--- src/rtl/owt_rx_pkg.sv ---
// Shared types and constants for the OWT receive-side deframer.
package owt_rx_pkg;

    // Deframer states
    typedef enum logic [1:0] {
        HUNT   = 2'd0,
        DATA   = 2'd1,
        PARITY = 2'd2
    } owt_rx_st_e;

    // Default sync pattern, first received bit is the MSB
    localparam logic [3:0] OWT_RX_SYNC_PAT_DEF = 4'b1011;

    // Default payload width and its matching bit-counter width
    localparam int unsigned OWT_RX_DATA_W_DEF = 16;

    // Bit counter must be able to hold DATA_W itself
    function automatic int unsigned owt_rx_cnt_w(input int unsigned data_w);
        return $clog2(data_w + 1);
    endfunction

    localparam int unsigned OWT_RX_CNT_W_DEF = owt_rx_cnt_w(OWT_RX_DATA_W_DEF);

endpackage

--- src/rtl/owt_rx_deframer_if.sv ---
// Bit-strobe input and frame-result output bundle of the OWT deframer.
interface owt_rx_deframer_if #(
    parameter int unsigned DATA_W = 16
);
    logic              i_bit_vld;
    logic              i_bit_data;
    logic              o_frm_vld;
    logic [DATA_W-1:0] o_frm_data;
    logic              o_par_err;
    logic              o_to_err;
    logic              o_busy;

    // Detector / command-layer side: drives bits, consumes frames
    modport master (
        output i_bit_vld,
        output i_bit_data,
        input  o_frm_vld,
        input  o_frm_data,
        input  o_par_err,
        input  o_to_err,
        input  o_busy
    );

    // Deframer side
    modport slave (
        input  i_bit_vld,
        input  i_bit_data,
        output o_frm_vld,
        output o_frm_data,
        output o_par_err,
        output o_to_err,
        output o_busy
    );
endinterface

--- src/rtl/owt_rx_to_timer.sv ---
// Saturating inter-bit timeout counter with threshold compare.
module owt_rx_to_timer #(
    parameter int unsigned     TO_W  = 12,
    parameter logic [TO_W-1:0] TO_TH = TO_W'(1000)
)(
    input  logic i_clk,
    input  logic i_rst_n,
    input  logic i_clr,
    input  logic i_inc,
    output logic o_hit
);
    logic [TO_W-1:0] cnt;

    // Clear has priority; increment stops at all-ones instead of wrapping
    always_ff @(posedge i_clk or negedge i_rst_n) begin
        if (!i_rst_n) begin
            cnt <= '0;
        end else if (i_clr) begin
            cnt <= '0;
        end else if (i_inc && (cnt != '1)) begin
            cnt <= cnt + 1'b1;
        end
    end

    assign o_hit = (cnt == TO_TH);

endmodule

--- src/rtl/owt_rx_deframer.sv ---
// OWT receive deframer: sync hunt, MSB-first payload capture, parity check
// and inter-bit timeout abort.
module owt_rx_deframer
    import owt_rx_pkg::*;
#(
    parameter int unsigned         DATA_W   = 16,
    parameter int unsigned         SYNC_LEN = 4,
    parameter logic [SYNC_LEN-1:0] SYNC_PAT = SYNC_LEN'(OWT_RX_SYNC_PAT_DEF),
    parameter bit                  PAR_ODD  = 1'b0,
    parameter int unsigned         TO_W     = 12,
    parameter logic [TO_W-1:0]     TO_TH    = TO_W'(1000)
)(
    input  logic i_clk,
    input  logic i_rst_n,
    input  logic i_en,
    owt_rx_deframer_if.slave bus
);
    localparam int unsigned CNT_W = owt_rx_cnt_w(DATA_W);
    localparam logic [CNT_W-1:0] LAST_BIT = CNT_W'(DATA_W - 1);

    owt_rx_st_e          state;
    logic [SYNC_LEN-1:0] sync_win;
    logic [SYNC_LEN-1:0] sync_win_nxt;
    logic [DATA_W-1:0]   payload;
    logic [CNT_W-1:0]    bit_cnt;
    logic                par_bad;
    logic                to_clr;
    logic                to_inc;
    logic                to_hit;

    // Next window value and parity verdict for the bit currently on the strobe
    always_comb begin
        sync_win_nxt = {sync_win[SYNC_LEN-2:0], bus.i_bit_data};
        par_bad      = (^payload) ^ bus.i_bit_data ^ PAR_ODD;
    end

    // Timer only runs while a frame is in flight and no strobe arrives
    always_comb begin
        to_clr = !i_en || (state == HUNT) || bus.i_bit_vld;
        to_inc = !to_clr;
    end

    owt_rx_to_timer #(
        .TO_W  (TO_W),
        .TO_TH (TO_TH)
    ) u_to_timer (
        .i_clk   (i_clk),
        .i_rst_n (i_rst_n),
        .i_clr   (to_clr),
        .i_inc   (to_inc),
        .o_hit   (to_hit)
    );

    // Frame state machine and registered frame outputs
    always_ff @(posedge i_clk or negedge i_rst_n) begin
        if (!i_rst_n) begin
            state          <= HUNT;
            sync_win       <= '0;
            payload        <= '0;
            bit_cnt        <= '0;
            bus.o_frm_vld  <= 1'b0;
            bus.o_frm_data <= '0;
            bus.o_par_err  <= 1'b0;
            bus.o_to_err   <= 1'b0;
        end else begin
            bus.o_frm_vld <= 1'b0;
            bus.o_to_err  <= 1'b0;
            if (!i_en) begin
                state    <= HUNT;
                sync_win <= '0;
                bit_cnt  <= '0;
            end else begin
                case (state)
                    HUNT: begin
                        if (bus.i_bit_vld) begin
                            if (sync_win_nxt == SYNC_PAT) begin
                                // Window is zeroed on lock so a later timeout
                                // cannot leave a stale pattern behind
                                state    <= DATA;
                                sync_win <= '0;
                                bit_cnt  <= '0;
                            end else begin
                                sync_win <= sync_win_nxt;
                            end
                        end
                    end
                    DATA: begin
                        if (bus.i_bit_vld) begin
                            payload <= {payload[DATA_W-2:0], bus.i_bit_data};
                            bit_cnt <= bit_cnt + 1'b1;
                            if (bit_cnt == LAST_BIT) begin
                                state <= PARITY;
                            end
                        end else if (to_hit) begin
                            state        <= HUNT;
                            sync_win     <= '0;
                            bit_cnt      <= '0;
                            bus.o_to_err <= 1'b1;
                        end
                    end
                    PARITY: begin
                        if (bus.i_bit_vld) begin
                            state          <= HUNT;
                            sync_win       <= '0;
                            bit_cnt        <= '0;
                            bus.o_frm_vld  <= 1'b1;
                            bus.o_frm_data <= payload;
                            bus.o_par_err  <= par_bad;
                        end else if (to_hit) begin
                            state        <= HUNT;
                            sync_win     <= '0;
                            bit_cnt      <= '0;
                            bus.o_to_err <= 1'b1;
                        end
                    end
                    default: begin
                        state    <= HUNT;
                        sync_win <= '0;
                        bit_cnt  <= '0;
                    end
                endcase
            end
        end
    end

    assign bus.o_busy = (state != HUNT);

endmodule

--- src/flat_wrapper.sv ---
// flat-port wrapper written by rule: the top's interface ports become plain ports
module owt_rx_deframer_flat import owt_rx_pkg::*;
#(
    parameter int unsigned         DATA_W   = 16,
    parameter int unsigned         SYNC_LEN = 4,
    parameter logic [SYNC_LEN-1:0] SYNC_PAT = SYNC_LEN'(OWT_RX_SYNC_PAT_DEF),
    parameter bit                  PAR_ODD  = 1'b0,
    parameter int unsigned         TO_W     = 12,
    parameter logic [TO_W-1:0]     TO_TH    = TO_W'(1000)
)
  (i_clk, i_rst_n, i_en, bus_i_bit_vld, bus_i_bit_data, bus_o_frm_vld, bus_o_frm_data, bus_o_par_err, bus_o_to_err, bus_o_busy);
  owt_rx_deframer_if #(.DATA_W(DATA_W)) bus_i ();
  input  logic i_clk;
  input  logic i_rst_n;
  input  logic i_en;
  input wire logic [$bits(bus_i.i_bit_vld)-1:0] bus_i_bit_vld;
  input wire logic [$bits(bus_i.i_bit_data)-1:0] bus_i_bit_data;
  output wire logic [$bits(bus_i.o_frm_vld)-1:0] bus_o_frm_vld;
  output wire logic [$bits(bus_i.o_frm_data)-1:0] bus_o_frm_data;
  output wire logic [$bits(bus_i.o_par_err)-1:0] bus_o_par_err;
  output wire logic [$bits(bus_i.o_to_err)-1:0] bus_o_to_err;
  output wire logic [$bits(bus_i.o_busy)-1:0] bus_o_busy;
  assign bus_i.i_bit_vld = bus_i_bit_vld;
  assign bus_i.i_bit_data = bus_i_bit_data;
  assign bus_o_frm_vld = bus_i.o_frm_vld;
  assign bus_o_frm_data = bus_i.o_frm_data;
  assign bus_o_par_err = bus_i.o_par_err;
  assign bus_o_to_err = bus_i.o_to_err;
  assign bus_o_busy = bus_i.o_busy;
  owt_rx_deframer #(.DATA_W(DATA_W), .SYNC_LEN(SYNC_LEN), .SYNC_PAT(SYNC_PAT), .PAR_ODD(PAR_ODD), .TO_W(TO_W), .TO_TH(TO_TH)) u_core (.i_clk(i_clk), .i_rst_n(i_rst_n), .i_en(i_en), .bus(bus_i));
endmodule
--- config.mk ---
export PLATFORM = sky130hd
export DESIGN_NAME = owt_rx_deframer_flat
export DESIGN_NICKNAME = d
export VERILOG_FILES = /design/src/rtl/owt_rx_pkg.sv /design/src/rtl/owt_rx_deframer_if.sv /design/src/rtl/owt_rx_to_timer.sv /design/src/rtl/owt_rx_deframer.sv /design/src/flat_wrapper.sv
export SDC_FILE = /design/constraint.sdc
export NUM_CORES = 1
export LEC_CHECK = 0
export ABC_AREA = 1
export CORE_ASPECT_RATIO = 0.5
export CORE_MARGIN = 5
export CORE_UTILIZATION = 55
export CTS_CLUSTER_DIAMETER = 50
export CTS_CLUSTER_SIZE = 20
export DETAILED_ROUTE_END_ITERATION = 10
export PLACE_DENSITY = 0.76
export SLEW_MARGIN = 20
export SYNTH_ARGS = -nofsm -noshare
export SYNTH_HDL_FRONTEND = slang
export SYNTH_SLANG_ARGS = --single-unit
--- constraint.sdc ---
create_clock -name i_clk -period 1.78 [get_ports i_clk]
set_input_delay 0.445 -clock i_clk [delete_from_list [all_inputs] [get_ports i_clk]]
set_output_delay 0.445 -clock i_clk [all_outputs]
set_load 0.02 [all_outputs]
==> reports/qor.yml <==
run_status:
  outcome: "completed"
timing:
  slew_headroom_pct: 66.1
  hold_violations: 0
  finalSetupViolCount: 0
  max_freq_ghz: 0.577
  finalSetupTns_ns: 0
  period_minus_slack_ns: 1.73
  timing.final.max_slew_violations: 0
  worstMarginPinSlew_ns: 0.507
  finalCritPeriodShare_pct: 97.4
  fin_skew_ns: 0.0127
worst_setup_path:
  cp_max_fo: 2
  critPathLaunchType: "register"
  path_buf_inv: 1
  path_cells: "clkdlybuf4s50_1"
  critPathMaxStageDelay_ns: 0.60
  worstPathRequired_ns: 1.33
  end_kind: "output pin"
  crit_start: "u_core.bus.o_frm_data[4]$_DFFE_PN0P_"
  crit_arrival_ns: 1.29
  critPathTopFamily: "buffers and inverters"
  crit_type: "register to output pin"
  crit_slowest_cell: "clkdlybuf4s50_1"
  r2r-start: "u_core.state[0]$_DFFE_PN0P_"
placed_design:
  numPortBuffers: 24
  postPlaceCellArea_mm2: 0.00346
  dp_hpwl_um: 4580
  gp_congestion: 0.841
  place_inst: 498
global_routing:
  antenna_found_initial: 0
  track_usage_pct: 20.0
  grt_pass1_wl_um: 11400
  grt.met2_usage_pct: 34.2
  gr-usage-met1_pct: 23.0
  top_usage_layer: "met2"
  grt_pass1_vias: 2661
  met3_usage_pct: 7.08
  grt_start_max_net_pins: 34
  grt_overflow: 0
clock_network:
  root_buffer: "clkbuf_8"
  cts_setup_buffers: 0
  clock_sinks: 57
  cts_buffers: 9
  clk_latency_ns: 0.35
  htreeDepth: 3
  cts_tree: "yes"
  cts_resized: 2
  path_clk_slew_ns: 0.07
  holdBufCountCts: 0
  clockBufferDepth: 2
logic_synthesis:
  synth.cell_area_mm2: 0.00301
  synthFlopType: "dfrtp_1"
  synth_top_area_cell: "dfrtp_1"
  ys_warn_count: 0
  ys_types: 35
  synth_cells: 390
  async_flop_share_pct: 100
  ys_ff_latch: 57
  syn_avg_cell_area_um2: 7.73
  synth_edf_count: 0
  netlist_top_cells_count: "nand2_1, dfrtp_1, inv_1, o21ai_0, nand3_1"
  yosysMostFrequentCell: "nand2_1"
  synth_top_area_share_pct: 47.3
  syn_nets: 403
  synth_area_leaders: "dfrtp_1, nand2_1, inv_1"
  ys_seq_area_share_pct: 47.3
finish:
  final_layout_size_suffix_gt1_share_pct: 12.0
  layout.nets: 449
  final_cells: 514
  finalInstanceArea_mm2: 0.00370
  area_growth_pct: 22.7
  num_antenna_cells: 0
floorplanning:
  ios: 25
  core-area_mm2: 0.00540
  start_util_pct: 55.8
  rows: 19
  die_w_um: 115
  die_area_mm2: 0.00715
  die_h_um: 62.3
power:
  power.density_mw_per_mm2: 1510
  p_leak_nw: 2.01
  ir_drop_mv: 0.806
flow_run:
  cap_violations: 0
detailed_routing:
  dr.pass1.iters: 4
  ant_nets: 0
  drt_iter0_drc: 172
  viasPerCell: 5.21
  route.detailed.drc: 0
  routed_wl_um: 6430
  wl_per_cell_um: 12.5
  vias: 2678
worst_hold_path:
  hp-class: "input pin to asynchronous set/reset pin"
## state kept, by name, indices dropped and copies added (netlist names)
register               flops
u_core.bus.o_to_err        1
u_core.bus.o_frm_data     16
u_core.u_to_timer.cnt     12
u_core.state               2
u_core.sync_win            3
u_core.bit_cnt             5
u_core.bus.o_par_err       1
u_core.payload            16
u_core.bus.o_frm_vld       1
## worst reg2reg max path: cells and delay by family (launching register included)
kind / cells / cell delay, ns
simple gates: 5 / 0.62
buf+inv: 1 / 0.15
fa+ha+maj: 1 / 0.26
compound gates: 1 / 0.16
flops: 1 / 0.38
## routing by layer
metal  vias up  part of all wire, %
li1       1341                    -
met1      1267                   44
met2        57                   49
met3        13                  5.1
met4         0                  1.9
met5         -                    0
## layout by cell type (no fill, tap or decap), drive strengths merged, types with 3 or more instances in the layout
cell,Yosys,routed
nand2,137,137
clkbuf,1,12
a31oi,4,4
dfrtp,57,57
dlymetal6s2s,0,16
o31ai,3,3
buf,6,19
o21ai,48,48
nand3,26,26
ha,8,8
nor3,6,6
nor2,21,21
inv,51,51
a21oi,10,10
clkdlybuf4s50,0,6
## final timing paths
path | to | slack, ns | depth (start not counted)
max | bus_o_frm_data[4] | 0.05 | 1
min | u_core.bit_cnt[3]$_DFFE_PN0P_ | 0.04 | 1
max reg2reg | u_core.sync_win[1]$_DFFE_PN0P_ | 0.15 | 8
min reg2reg | u_core.bus.o_frm_data[6]$_DFFE_PN0P_ | 0.48 | 2
max in group asynchronous | u_core.payload[0]$_DFFE_PN0P_ | 1.26 | 2
min in group i_clk | u_core.bus.o_frm_data[6]$_DFFE_PN0P_ | 0.48 | 2
## cells by family after synthesis
family	count (synthesis)	share of synthesized area (%)
xor+xnor	4	1.16
simple gates	196	27.9
flops	57	47.3
buf+inv	58	7.97
fa+ha+maj	8	3.32
compound gates	67	12.3
## area by class of cell
type                       instances  area, µm²
clock buffer                      11        141
inverter                          51        191
tap                               73       91.3
clock inverter                     5       55.1
multi-input combinational        275       1350
timing repair buffer              42        443
fill                             457       1700
sequential                        57       1430
## per-stage QoR
| stage | util, % | hold slack [ns] | worst slack [ns] | power (W) |
|---|---|---|---|---|
| global placement | 64.2 | 0.407 | -0.0759 | 0.00430 |
| CTS | 67.8 | 0.0373 | 0.0000264 | 0.00566 |
| finish | 68.5 | 0.0439 | 0.0462 | 0.00558 |
| floorplan | - | 0.149 | 0.333 | 0.00353 |
| detailed placement | 64.2 | 0.412 | -0.126 | 0.00442 |
| global route | 68.5 | 0.0615 | -0.00880 | 0.00608 |
## report_power, final
| part | internal (W) | switching [W] | leakage, nW |
|---|---|---|---|
| clock | 0.000679 | 0.000540 | 0.0953 |
| sequential | 0.00168 | 0.000278 | 0.755 |
| combinational | 0.000953 | 0.00145 | 1.16 |
| total | 0.00331 | 0.00227 | 2.01 |
Power figures use the tool's default switching activity.
